--- src/rtl/memory_game_ctrl.sv ---
// memory_game_ctrl: two-player 4x4 card-matching turn sequencer (cursor, masks, scores, turn timer)
module memory_game_ctrl #(
  parameter int SHOW_CYCLES = 25_000_000,
  parameter int TURN_CYCLES = 250_000_000
) (
  input  logic        VGA_CLK_IN,
  input  logic        rst,
  input  logic        new_game,
  input  logic        move_next,
  input  logic        select,
  output logic [3:0]  block,
  output logic        player,
  output logic [15:0] revealed,
  output logic [15:0] matched,
  output logic [3:0]  score0,
  output logic [3:0]  score1,
  output logic        game_over,
  output logic [1:0]  winner
);
  localparam int TW = $clog2(TURN_CYCLES) > 28 ? $clog2(TURN_CYCLES) : 28;
  localparam int SW = $clog2(SHOW_CYCLES) > 25 ? $clog2(SHOW_CYCLES) : 25;
  localparam logic [2:0] PAIR [16] = '{3'd0, 3'd1, 3'd2, 3'd3, 3'd4, 3'd5, 3'd6, 3'd7,
                                       3'd5, 3'd1, 3'd6, 3'd3, 3'd7, 3'd0, 3'd4, 3'd2};
  typedef enum logic [2:0] {FIRST, SECOND, COMPARE, SHOW, DONE} state_t;
  state_t        r_state, w_next;
  logic [3:0]    r_block, r_first, r_second, r_score0, r_score1;
  logic          r_player;
  logic [15:0]   r_revealed, r_matched, w_pair;
  logic [TW-1:0] r_turn;
  logic [SW-1:0] r_show;
  logic          w_clr, w_turn, w_pick, w_timeout, w_show_done, w_match, w_hit;
  assign w_clr       = rst | new_game;
  assign w_turn      = r_state == FIRST || r_state == SECOND;
  assign w_pick      = select && w_turn && !r_revealed[r_block] && !r_matched[r_block];
  assign w_timeout   = w_turn && r_turn == TW'(TURN_CYCLES - 1);
  assign w_show_done = r_state == SHOW && r_show == SW'(SHOW_CYCLES - 1);
  assign w_match     = PAIR[r_first] == PAIR[r_second];
  assign w_pair      = (16'd1 << r_first) | (16'd1 << r_second);
  assign w_hit       = r_state == COMPARE && w_match;
  always_ff @(posedge VGA_CLK_IN)
    r_state <= w_clr ? FIRST : w_next;
  always_comb begin
    w_next = r_state;
    case (r_state)
      FIRST:   w_next = w_timeout ? FIRST : w_pick ? SECOND : FIRST;
      SECOND:  w_next = w_timeout ? FIRST : w_pick ? COMPARE : SECOND;
      COMPARE: w_next = !w_match ? SHOW : (r_matched | w_pair) == 16'hFFFF ? DONE : FIRST;
      SHOW:    w_next = w_show_done ? FIRST : SHOW;
      DONE:    w_next = DONE;
      default: w_next = FIRST;
    endcase
  end
  always_ff @(posedge VGA_CLK_IN) begin
    if (w_clr) begin
      r_block    <= '0;
      r_first    <= '0;
      r_second   <= '0;
      r_score0   <= '0;
      r_score1   <= '0;
      r_player   <= 1'b0;
      r_revealed <= '0;
      r_matched  <= '0;
      r_turn     <= '0;
      r_show     <= '0;
    end else begin
      if (move_next && r_state != DONE) r_block <= r_block + 4'd1;
      if (w_pick && r_state == FIRST) r_first <= r_block;
      if (w_pick && r_state == SECOND) r_second <= r_block;
      // a fresh turn starts whenever FIRST is (re)entered from anywhere but itself, or on timeout
      r_turn     <= (w_timeout || (r_state != FIRST && w_next == FIRST)) ? '0 : w_turn ? r_turn + TW'(1) : r_turn;
      r_show     <= r_state == SHOW ? r_show + SW'(1) : '0;
      r_revealed <= (w_timeout || w_show_done) ? '0 : w_pick ? r_revealed | (16'd1 << r_block) :
                    w_hit ? r_revealed & ~w_pair : r_revealed;
      if (w_hit) r_matched <= r_matched | w_pair;
      if (w_hit && !r_player) r_score0 <= r_score0 + 4'd1;
      if (w_hit && r_player) r_score1 <= r_score1 + 4'd1;
      if (w_timeout || w_show_done) r_player <= !r_player;
    end
  end
  always_comb begin
    game_over = r_state == DONE;
    winner    = r_state != DONE ? 2'b00 : r_score0 > r_score1 ? 2'b01 : r_score0 < r_score1 ? 2'b10 : 2'b11;
  end
  assign block    = r_block;
  assign player   = r_player;
  assign revealed = r_revealed;
  assign matched  = r_matched;
  assign score0   = r_score0;
  assign score1   = r_score1;
endmodule
--- config.mk ---
export PLATFORM = sky130hd
export DESIGN_NAME = memory_game_ctrl
export DESIGN_NICKNAME = d
export VERILOG_FILES = /design/src/rtl/memory_game_ctrl.sv
export SDC_FILE = /design/constraint.sdc
export NUM_CORES = 1
export LEC_CHECK = 0
export BUFFER_PORTS_ARGS = -buffer_cell sky130_fd_sc_hd__clkbuf_2
export CAP_MARGIN = 30
export CORE_MARGIN = 2
export CORE_UTILIZATION = 30
export CTS_BUF_LIST = sky130_fd_sc_hd__clkbuf_16
export DETAILED_ROUTE_END_ITERATION = 10
export PLACE_DENSITY = 0.52
export REMOVE_ABC_BUFFERS = 1
export SLEW_MARGIN = 20
export SYNTH_ARGS = -nofsm -noshare
export SYNTH_HDL_FRONTEND = slang
export SYNTH_SLANG_ARGS = --single-unit
--- constraint.sdc ---
create_clock -name VGA_CLK_IN -period 3.4 [get_ports VGA_CLK_IN]
set_input_delay 0 -clock VGA_CLK_IN [delete_from_list [all_inputs] [get_ports VGA_CLK_IN]]
set_output_delay 0 -clock VGA_CLK_IN [all_outputs]
set_load 0.02 [all_outputs]
# Yosys cells after proc, flatten, opt, wreduce, memory -nomap -nowiden
# Memories as Yosys holds them, arrays and structs flattened.
# Cells that the tools add are included.
# op_classes
reduce_logical	25
n_mul	0
mux	21
div_mod_pow	0
bitwise	9
add_sub_neg	5
n_eq_ne	9
magnitude_cmp	5
shifts	3
# op_table
op	n
OR 16 bit	3
left shift 1 x 4 -> 16 bit (first input constant)	3
2-to-1 mux 16 bit	2
adder 28 x 1 -> 28 bit (second input constant)	1
== test 28 bit (second input constant)	1
adder 25 x 1 -> 25 bit (second input constant)	1
== test 25 bit (second input constant)	1
2-to-1 mux 3 bit	6
AND 16 bit	1
== test 16 bit (second input constant)	1
NOT 16 bit	1
one-hot mux 3 bit (5 select lines)	1
adder 4 x 1 -> 4 bit (second input constant)	3
logical AND 1 bit	12
>= comparator 5 bit (second input constant)	2
2-to-1 mux 2 bit	5
NOT 4 -> 5 bit	2
binary-select mux 1 bit (select 4 bit)	2
== test 3 x 2 -> 1 bit (second input constant)	2
zero test 3 bit	2
OR reduction 2 bit	3
< comparator 4 x 5 -> 1 bit (second input constant)	1
2-to-1 mux 1 bit	5
greater-than comparator 4 bit	1
11 further kinds	15
# word_totals
latch_bits	0
mem_bits_ro	96
word_cells	90
reg_bits	109
out_inout_bits	48
input_bits	5
n_memories	2
mem_bits_rw	0
# memory_table
name	depth	width	rd	rd_ports_with_merged_regs	wr	line	rtl
(no name shown)	16	3	1	0	0	37	assign w_match = PAIR[r_first] == PAIR[r_second];
(no name shown)	16	3	1	0	0	37	

# Logic depth before layout (Yosys ltp)
# Gate-level depths: netlist of the first run.
# depth
word_depth	12
mapped_depth	11
mapped_depth_nobuf	8

# Worst setup path before layout of the first run
# No wires, ideal clock.
# synth_timing
kind	register to register
start	register r_block[0], in the netlist block[0]
end	register r_turn[12]
stages_incl_launch_ff	11
t_arrival_ns	2.346
setup_ns	0.122
period_less_slack_ns	2.468
n_path_buf	4
slack_ns	0.932
required_ns	3.278
cell_sequence	dfxtp_1 buf_6 inv_1 mux4_2 o32ai_2 or3_1 buf_2 a2bb2oi_2 buf_6 buf_6 a21oi_2
# synth_via
elab_chain_cells	12
word_cells_on_any_way	17
classes_between	9 x mux; 8 x reduce/logical
# synth_lines
element	line	rtl
start: declaration	26	logic [3:0] r_block, r_first, r_second, r_score0, r_score1;
start signal: assignment	66	if (move_next && r_state != DONE) r_block <= r_block + 4'd1;
binary-select mux 1 bit (select 4 bit)	34	assign w_pick = select && w_turn && !r_revealed[r_block] && !r_matched[r_block];
2-to-1 mux 1 bit (not written as such)	34	
zero test 1 bit	34	
logical AND 1 bit	34	
logical AND 1 bit (*)	34	
2-to-1 mux 2 bit or 2-to-1 mux 1 bit (tied branches) (2 in series)	46, 45	
one-hot mux 3 bit (5 select lines) (*)	44	case (r_state)
zero test 3 bit (*)	70	r_turn <= (w_timeout || (r_state != FIRST && w_next == FIRST)) ? '0 : w_turn ? r_turn + TW'(1) : r_turn;
logical AND 1 bit (*)	70	
logical OR 1 bit (*)	70	
OR reduction 2 bit (no source line) (*)	-	
end signal: assignment	70	
end: declaration	29	logic [TW-1:0] r_turn;
# Mark *: on every way between the ends. The rest lies on a longest branch, timed or not. The select of a mux whose other input is x is not followed.
# A chain may end at the register's enable or synchronous reset.

# Final worst setup path of the first run
# layout_timing
start	register r_block[1], in the netlist block[1]
end	register r_turn[8]
# Same word-level chain as after synthesis.

==> results.toml, run 1 <==
[yosys]
synth_flop_cell = "dfxtp_1"
synthMuxAreaShare_pct = 2.33
synth_cell_types = 60
synth_adder_area_share_pct = 4.70
synth_xor_area_share_pct = 8.23
synth-compound-area-share_pct = 16.9
synthCells = 682
synth.avg_cell_area_um2 = 8.58
synth_area_leaders = "dfxtp_1, nor2_1, xnor2_1"
synth_top_family_by_area = "simple AND/OR/NAND/NOR gates"
synthSimpleGateAreaFrac_pct = 24.7
synthArstFlopShare_pct = 0
yosys_warnings = 0
synth_edf_count = 0
synth.largest_area_cell = "dfxtp_1"
synth_top_cell_area_share_pct = 37.3
mappedNetlistArea_um2 = 5850
yosysSeqAreaShare_pct = 37.3
ys_ff_latch = 109

[routing]
dr.pass1.iters = 5
vias_per_cell = 5.06
ant_nets = 0
num_vias = 5008
route.detailed.drc = 0
wl_per_cell_um = 15.3
drt_iter0_drc = 304
wl_um = 15100

[placement]
gp_congestion = 0.833
dp_hpwl_um = 10900
portBuffers = 52
dpl.cell_count = 974

[clocking]
cts_buffers = 9
clock-sinks = 109
path_clk_slew_ps = 80
cts_tree = "yes"
htreeDepth = 3
clockRootBuffer = "clkbuf_16"
hold_buffers = 0
clk_latency_ps = 360
post_cts_resized = 0
ctsLongestPathBuffers = 2
postCtsSetupBuffers = 0

[power_and_ir_drop]
power.internal_mw = 1.82
power_mw = 2.42
swShare_pct = 24.6
irDropWorstVdd_mv = 0.170
power.switching_mw = 0.596
p_leak_nw = 2.24
power_frac_comb_pct = 4.4
clock_power_share_pct = 42.4
power_density_nw_per_um2 = 365
power_frac_seq_pct = 53.2

[global_route]
grt_max_degree = 35
antenna_found_initial = 0
grt_pass1_vias = 4688
grt_use_total_pct = 15.2
gr-total-overflow = 0
grt_first_pass_wirelength_um = 24800

[critical_path]
timing.critical_path.slowest_cell_delay_ps = 650
cp_slowest_cell = "dfxtp_1"
critPathArrivalTime_ps = 3060
path_class = "flip-flop to flip-flop"
startpoint_type = "flip-flop"
path_max_fanout = 16
cp_cell_sequence = "inv_1 -> mux4_2 -> o32ai_2 -> or3_1 -> a2bb2oi_4 -> buf_12 -> a211oi_2"
critPathCaptureType = "flip-flop"
required_ps = 3610

[timing]
setup_tns_ps = 0
finalHoldViolations = 0
worst_pin_slew_ps = 854
clock.fmax_mhz = 351
period_share_pct = 83.7
max_slew_margin_pct = 43.0
finalMaxSlewViolations = 0
rsz0062_at_grt = "no"
fin_skew_ps = 13.5
fin_crit_ps = 2840
report.final.setup_viol = 0

[status]
status = "finished clean"

[finish]
drive_gt1_share_pct = 15.7
fin_cells = 990
diodes = 0
fin_nets = 747
area_growth_pct = 13.2

[floorplan]
num_rows = 51
dieHeight_um = 144
pin_count = 53
core_um2 = 19300
die_w_um = 144
initial_core_util_pct = 30.4
die-area_um2 = 20600

[min_path]
hp-class = "primary input to flip-flop"

[flow_run]
cap_violations = 0
[through the flow]
stage	instance area (um^2)	setup WS, ps	utilization [%]	hold slack (ps)
2_1_floorplan	5630	261	-	336
3_3_place_gp	6340	692	32.9	442
3_5_place_dp	6340	578	32.9	449
4_1_cts	6620	543	34.4	104
5_1_grt	6620	338	34.4	120
6_report	6620	555	34.4	110
[worst paths after layout]
check / start / end / slack (ps) / cells after the start
setup / recovery: block[1] / r_turn[8] / 560 / 7
hold / removal: new_game / matched[9] / 110 / 4
setup reg to reg: block[1] / r_turn[8] / 560 / 7
hold reg to reg: r_show[0] / r_show[0] / 460 / 1
[cells in the final DEF (no fill, tap or decap), types with 15 or more instances in the layout]
master / count
clkbuf_2: 52
nor2_1: 80
a21oi_1: 39
xor2_1: 21
inv_1: 32
ha_1: 22
nor3_1: 21
a22oi_1: 16
xnor2_1: 34
nand3_1: 32
o21a_1: 15
dfxtp_1: 109
a21oi_2: 15
nand2_1: 37
nand4_1: 23
o21ai_0: 17
[worst max-delay path: cells and delay by family, from the launching register on]
| kind | cells | cell delay (ps) |
|---|---|---|
| flops | 1 | 650 |
| mux | 1 | 360 |
| buf+inv | 2 | 460 |
| simple gates | 1 | 360 |
| compound gates | 3 | 850 |
[flip-flops by register name, summed over array words and instances (netlist names)]
| register | count |
|---|---|
| revealed | 16 |
| score0 | 4 |
| score1 | 4 |
| matched | 16 |
| r_show | 25 |
| r_state | 3 |
| r_second | 4 |
| player | 1 |
| block | 4 |
| r_first | 4 |
| r_turn | 28 |
[cell usage after synthesis (all sizes together), types with 2 or more instances]
| library cell | number |
|---|---|
| a211oi | 5 |
| a2111oi | 2 |
| nor3b | 2 |
| nor4bb | 3 |
| a21boi | 2 |
| nor2b | 7 |
| o31ai | 4 |
| ha | 22 |
| and3 | 9 |
| nand4 | 23 |
| nand2b | 4 |
| a31oi | 8 |
| nand3 | 33 |
| and4 | 5 |
| inv | 32 |
| xnor2 | 34 |
| dfxtp | 109 |
| o21ai | 17 |
| nor4b | 2 |
| nor2 | 81 |
| mux4 | 2 |
| a22o | 2 |
| xor2 | 21 |
| buf | 16 |
| a221oi | 6 |
| or4b | 3 |
| nor4 | 13 |
| nor3 | 21 |
| nand2 | 37 |
| and2 | 12 |
| a22oi | 16 |
| a21oi | 54 |
| or3b | 2 |
| or3 | 8 |
| or2 | 2 |
| o21a | 15 |
| clkbuf | 21 |
| or4 | 8 |
| mux2i | 8 |
[metal layers]
layer	GRT usage, %	wire (um)	vias to the layer above
met5	0	0	-
met4	6.09	326	0
met3	2.13	530	21
met2	23.4	6690	98
met1	21.3	7570	2379
li1	-	-	2510
[cells by family (layout without fill, tap and decap cells)]
group | count (synthesis) | in the layout
flops | 109 | 109
buf+inv | 69 | 112
xor+xnor | 55 | 55
compound gates | 140 | 140
fa+ha+maj | 22 | 22
mux | 11 | 11
simple gates | 276 | 276
[layout make-up]
cell class / count / area (um^2)
inverter: 32 / 120
fill: 2066 / 12600
clock buffer: 9 / 225
multi-input combinational: 504 / 3340
timing repair buffer: 64 / 363
clock inverter: 7 / 61.3
tap: 265 / 332
sequential: 109 / 2180
[power groups by stage]
stage	Clock (mW)	Combinational [mW]	Sequential, mW
final	1.03	0.107	1.29
after CTS	1.06	0.108	1.29
after global routing	1.11	0.116	1.29
after floorplan	0	0.0624	1.32
after global placement	0	0.107	1.32
after detailed placement	0	0.107	1.32
Power figures use the tool's default switching activity.
==> run 2: changes to the inputs <==
PLACE_DENSITY = 0.54   (was 0.52)
clock period = 2.5 ns   (was 3.4 ns; I/O delays follow)
==> results.toml, run 2 (synthesis gave the netlist of run 1 again) <==
[finish]
fillers = 2045
regArea_um2 = 2190
fin_nets = 784
top_register = "r_turn"
multi_input_area_um2 = 3360
fin_util_pct = 36.4
fin_cells = 1027
largest_register_ff_count = 28
final_cell_area_um2 = 7020
reg_top3 = "r_turn x28, r_show x25"
area_growth_pct = 19.9
layout_commonest_cell = "dfxtp_1"
drive_gt1_share_pct = 21.0
layout_common_cells = "dfxtp_1, nor2_1, clkbuf_2"
diodes = 0

[timing]
hold_ws_ps = 123
max_slew_margin_pct = 41.7
period_share_pct = 97.4
fin_crit_ps = 2430
report.final.setup_viol = 0
worst_slack_ps = 66.1
finalHoldViolations = 0
rsz0062_at_grt = "yes"
finalMaxSlewViolations = 0
fin_skew_ps = 11.3
worst_pin_slew_ps = 875
clock.fmax_mhz = 411
setup_tns_ps = 0

[power_and_ir_drop]
power_mw = 3.38
p_leak_nw = 2.47
irDropWorstVdd_mv = 0.263
power_density_nw_per_um2 = 482

[routing]
ant_nets = 0
wl_per_cell_um = 14.9
wl_um = 15300
dr.pass1.iters = 6
num_vias = 5130
vias_per_cell = 5.00
drt_iter0_drc = 328
route.detailed.drc = 0

[placement]
placed_cell_area_um2 = 6690
gp_congestion = 0.875
dpl_worst_slack_ps = 6.60
dp_hpwl_um = 11300
portBuffers = 52
dpl.cell_count = 1011

[clocking]
cts_buffers = 9
clockRootBuffer = "clkbuf_16"
path_clk_slew_ps = 80
hold_buffers = 0
ctsLongestPathBuffers = 2
clock-sinks = 109
htreeDepth = 3
postCtsSetupBuffers = 0
clk_latency_ps = 360
cts_tree = "yes"

[critical_path]
path_class = "flip-flop to flip-flop"
path_max_fanout = 28
critPathArrivalTime_ps = 2700
required_ps = 2770
critPathCaptureType = "flip-flop"
timing.critical_path.slowest_cell_delay_ps = 430
cp_cell_sequence = "nor2b_1 -> a22oi_1 -> a22o_1 -> a2111o_1 -> o32a_1 -> buf_12 -> a211oi_2"
startpoint_type = "flip-flop"
cp_slowest_cell = "dfxtp_1"

[floorplan]
die-area_um2 = 20600
pin_count = 53
num_rows = 51
initial_core_util_pct = 30.4
die_w_um = 144
core_um2 = 19300
dieHeight_um = 144

[global_route]
gr-total-overflow = 0
grt_pass1_vias = 4838
grt_use_total_pct = 15.1
grt_max_degree = 29
grt_first_pass_wirelength_um = 25000
antenna_found_initial = 0

[status]
status = "finished clean"

[flow_run]
cap_violations = 0

[min_path]
hp-class = "primary input to flip-flop"
==> run 2: cell count changes in the layout (fill, tap and decap cells not counted), sizes merged <==
cell      change
buf          +37
bufinv        +1
inv           +1
clkinv        -1
clkinvlp      -1
==> run 2: path summary, 6_finish.rpt <==
path,from,to,slack [ps],cells after the start
max,r_first[2],r_turn[8],70,7
min,rst,matched[7],120,4
max reg2reg,r_first[2],r_turn[8],70,7
min reg2reg,r_show[0],r_show[0],460,1
==> run 2: power by group <==
group / internal [mW] / switching [mW]
clock network: 0.783 / 0.683
logic: 0.0647 / 0.100
registers: 1.74 / 0.00955
==> run 2: area by class of cell <==
type                       count  share of cell area [%]
clock inverter                 7                    1.05
sequential                   109                    31.2
timing repair buffer         101                    10.2
clock buffer                   9                    3.21
inverter                      32                    1.71
multi-input combinational    504                    47.9
tap                          265                    4.73
==> run 2: timing repair <==
item / in CTS / in global routing
setup endpoints to repair: 1 / 39
pin swaps: 0 / 4
resized for setup: 1 / 10
==> run 2: worst max-delay path, delay by kind of cell, from the launching register on <==
family | cells | cell delay, ps
AOI/OAI and AO/OA | 5 | 1400
DFF | 1 | 430
and+or+nand+nor | 1 | 320
buffers and inverters | 1 | 190
==> run 2: metal layers <==
layer  vias to the layer above  global-route usage [%]  share of wire, %
li1                       2584                       -                 -
met1                      2393                    20.7                49
met2                       133                    24.4                45
met3                        20                    2.60               4.0
met4                         0                    4.44               1.6
met5                         -                       0                 0
==> run 3: changes to the inputs <==
ABC_AREA = 1   (was unset)
PLACE_DENSITY = 0.52   (was 0.54)
clock period = 3.1 ns   (was 2.5 ns; I/O delays follow)
==> results.toml, run 3 <==
[critical_path]
critPathCaptureType = "flip-flop"
rr_endpoint = "revealed[10]"
reg2reg_depth = 12
critPathArrivalTime_ps = 2700
regToRegSetupSlack_ps = 630
startpoint_type = "flip-flop"
worstSetupEndpoint = "revealed[10]"
required_ps = 3320
path_max_fanout = 17
timing.rr.start = "r_first[1]"
path_class = "flip-flop to flip-flop"
crit_start = "r_first[1]"

[global_route]
grt_first_pass_wirelength_um = 25700
grt_max_degree = 34
grt_pass1_vias = 5119
antenna_found_initial = 0
gr-total-overflow = 0
grt_use_total_pct = 14.7

[clocking]
post_cts_resized = 0
clk_latency_ps = 350
cts_tree = "yes"
path_clk_slew_ps = 70
clock-sinks = 109
cts_buffers = 9
htreeDepth = 3
postCtsSetupBuffers = 0
clockRootBuffer = "clkbuf_16"
ctsLongestPathBuffers = 2

[yosys]
synth_cell_types = 41
synth_flop_cell = "dfxtp_1"
synthCells = 857
yosysSeqAreaShare_pct = 36.0
synth.avg_cell_area_um2 = 7.07
synth_common_cells = "nand2_1, inv_1, dfxtp_1"
synthArstFlopShare_pct = 0
synth_area_leaders = "dfxtp_1, nand2_1, inv_1"
synth_top_cell_area_share_pct = 36.0
synth_edf_count = 0
mappedNetlistArea_um2 = 6060
yosys_warnings = 0
yosysMostFrequentCell = "nand2_1"
synth.largest_area_cell = "dfxtp_1"
ys_ff_latch = 109

[placement]
dp_hpwl_um = 11700
portBuffers = 52
placed_cell_area_um2 = 6600
gp_congestion = 0.836

[min_path]
hp-class = "primary input to flip-flop"

[timing]
max_slew_margin_pct = 62.8
fin_crit_ps = 2470
finalMaxSlewViolations = 0
setup_tns_ps = 0
clock.fmax_mhz = 404
finalHoldViolations = 0
worst_pin_slew_ps = 555
fin_skew_ps = 12.6
period_share_pct = 79.8
report.final.setup_viol = 0
rsz0062_at_grt = "no"

[finish]
layout_commonest_cell = "nand2_1"
drive_gt1_share_pct = 15.2
reg_top3 = "r_turn x28, r_show x25"
fin_nets = 939
largest_register_ff_count = 28
area_growth_pct = 14.0
fin_util_pct = 35.1
diodes = 0
layout_common_cells = "nand2_1, inv_1, dfxtp_1"
final_cell_area_um2 = 6910
top_register = "r_turn"

[floorplan]
initial_core_util_pct = 30.8
die_w_um = 146
pin_count = 53
dieHeight_um = 146
core_um2 = 19700
die-area_um2 = 21300
num_rows = 51

[flow_run]
cap_violations = 0

[power_and_ir_drop]
p_leak_nw = 2.59
power_density_nw_per_um2 = 402
irDropWorstVdd_mv = 0.248

[routing]
num_vias = 5446
ant_nets = 0
drt_iter0_drc = 284
vias_per_cell = 4.61
dr.pass1.iters = 5
wl_um = 15300
wl_per_cell_um = 12.9
route.detailed.drc = 0

[status]
status = "finished clean"
==> run 3: cell count changes after synthesis, sizes merged, moves of 12 or more <==
cell    before  now
a21oi       54   69
a22oi       16    0
and2        12    0
clkbuf      21    6
inv         32  129
nand2       37  147
nand3       33   90
nor2        81  113
nor3        21   35
o21a        15    2
o21ai       17   47
xnor2       34    9
==> run 3: final cells by class <==
class / count / area (um^2)
Clock inverter: 7 / 71.3
Tap cell: 265 / 332
Sequential cell: 109 / 2180
Multi-Input combinational cell: 597 / 3250
Timing Repair Buffer: 62 / 345
Inverter: 133 / 499
Clock buffer: 9 / 225
Fill cell: 2173 / 12700
==> run 3: worst min path at each step <==
stage,start,end,slack (ps),cells past startpoint
detailed placement,move_next,block[1],370,3
global route,new_game,player,90,5
floorplan,move_next,block[1],210,2
global placement,move_next,block[1],380,3
CTS,rst,score0[3],50,5
finish,rst,score0[3],60,5
==> run 3: worst max-delay path: stages (launching register included) <==
cell     delay [ps]
dfxtp_1         380
inv_1           100
ha_1            260
nor2_1          110
nand2_1          50
o21ai_0          90
xnor2_1         160
nand3_2         150
nor2_4          240
inv_1           320
buf_8           260
o21ai_0         140
a21oi_1          80
==> run 3: per-stage QoR <==
| step | worst slack [ps] | instances | power, mW | hold WS [ps] |
|---|---|---|---|---|
| 2_1_floorplan | 611 | 839 | 1.58 | 209 |
| 3_3_place_gp | 476 | 1164 | 1.64 | 380 |
| 3_5_place_dp | 624 | 1165 | 1.64 | 365 |
| 4_1_cts | 620 | 1182 | 2.83 | 50.2 |
| 5_1_grt | 345 | 1182 | 2.89 | 92.1 |
| 6_report | 628 | 1182 | 2.78 | 63.6 |
==> run 3: timing repair <==
action                                 4_1_cts  5_1_grt
endpoints found under the hold margin        1        0
setup endpoints to repair                    0        0
hold buffers                                 1        0
==> run 3: cell families after synthesis <==
group | count (synthesis) | synth area share [%]
muxes | 1 | 0.165
buffers and inverters | 151 | 10.3
DFF | 109 | 36.0
xor gates and xnor gates | 33 | 4.77
AOI/OAI and AO/OA | 126 | 10.9
adders and majority gates | 22 | 4.54
and+or+nand+nor | 415 | 33.2
==> run 3: routing by layer <==
layer  vias to the layer above  GRT usage [%]  share of wire [%]
met4                         0           4.51                1.7
met3                        15           3.09                4.3
li1                       2888              -                  -
met2                       104           23.4                 45
met1                      2439           20.1                 49
met5                         -              0                  0
==> run 3: where the power goes <==
| group | leakage (nW) | switching, mW | internal (mW) |
|---|---|---|---|
| combinational | 1.57 | 0.134 | 0.0560 |
| sequential | 0.879 | 0.0114 | 1.41 |
| clock | 0.142 | 0.536 | 0.629 |
| total | 2.59 | 0.682 | 2.09 |
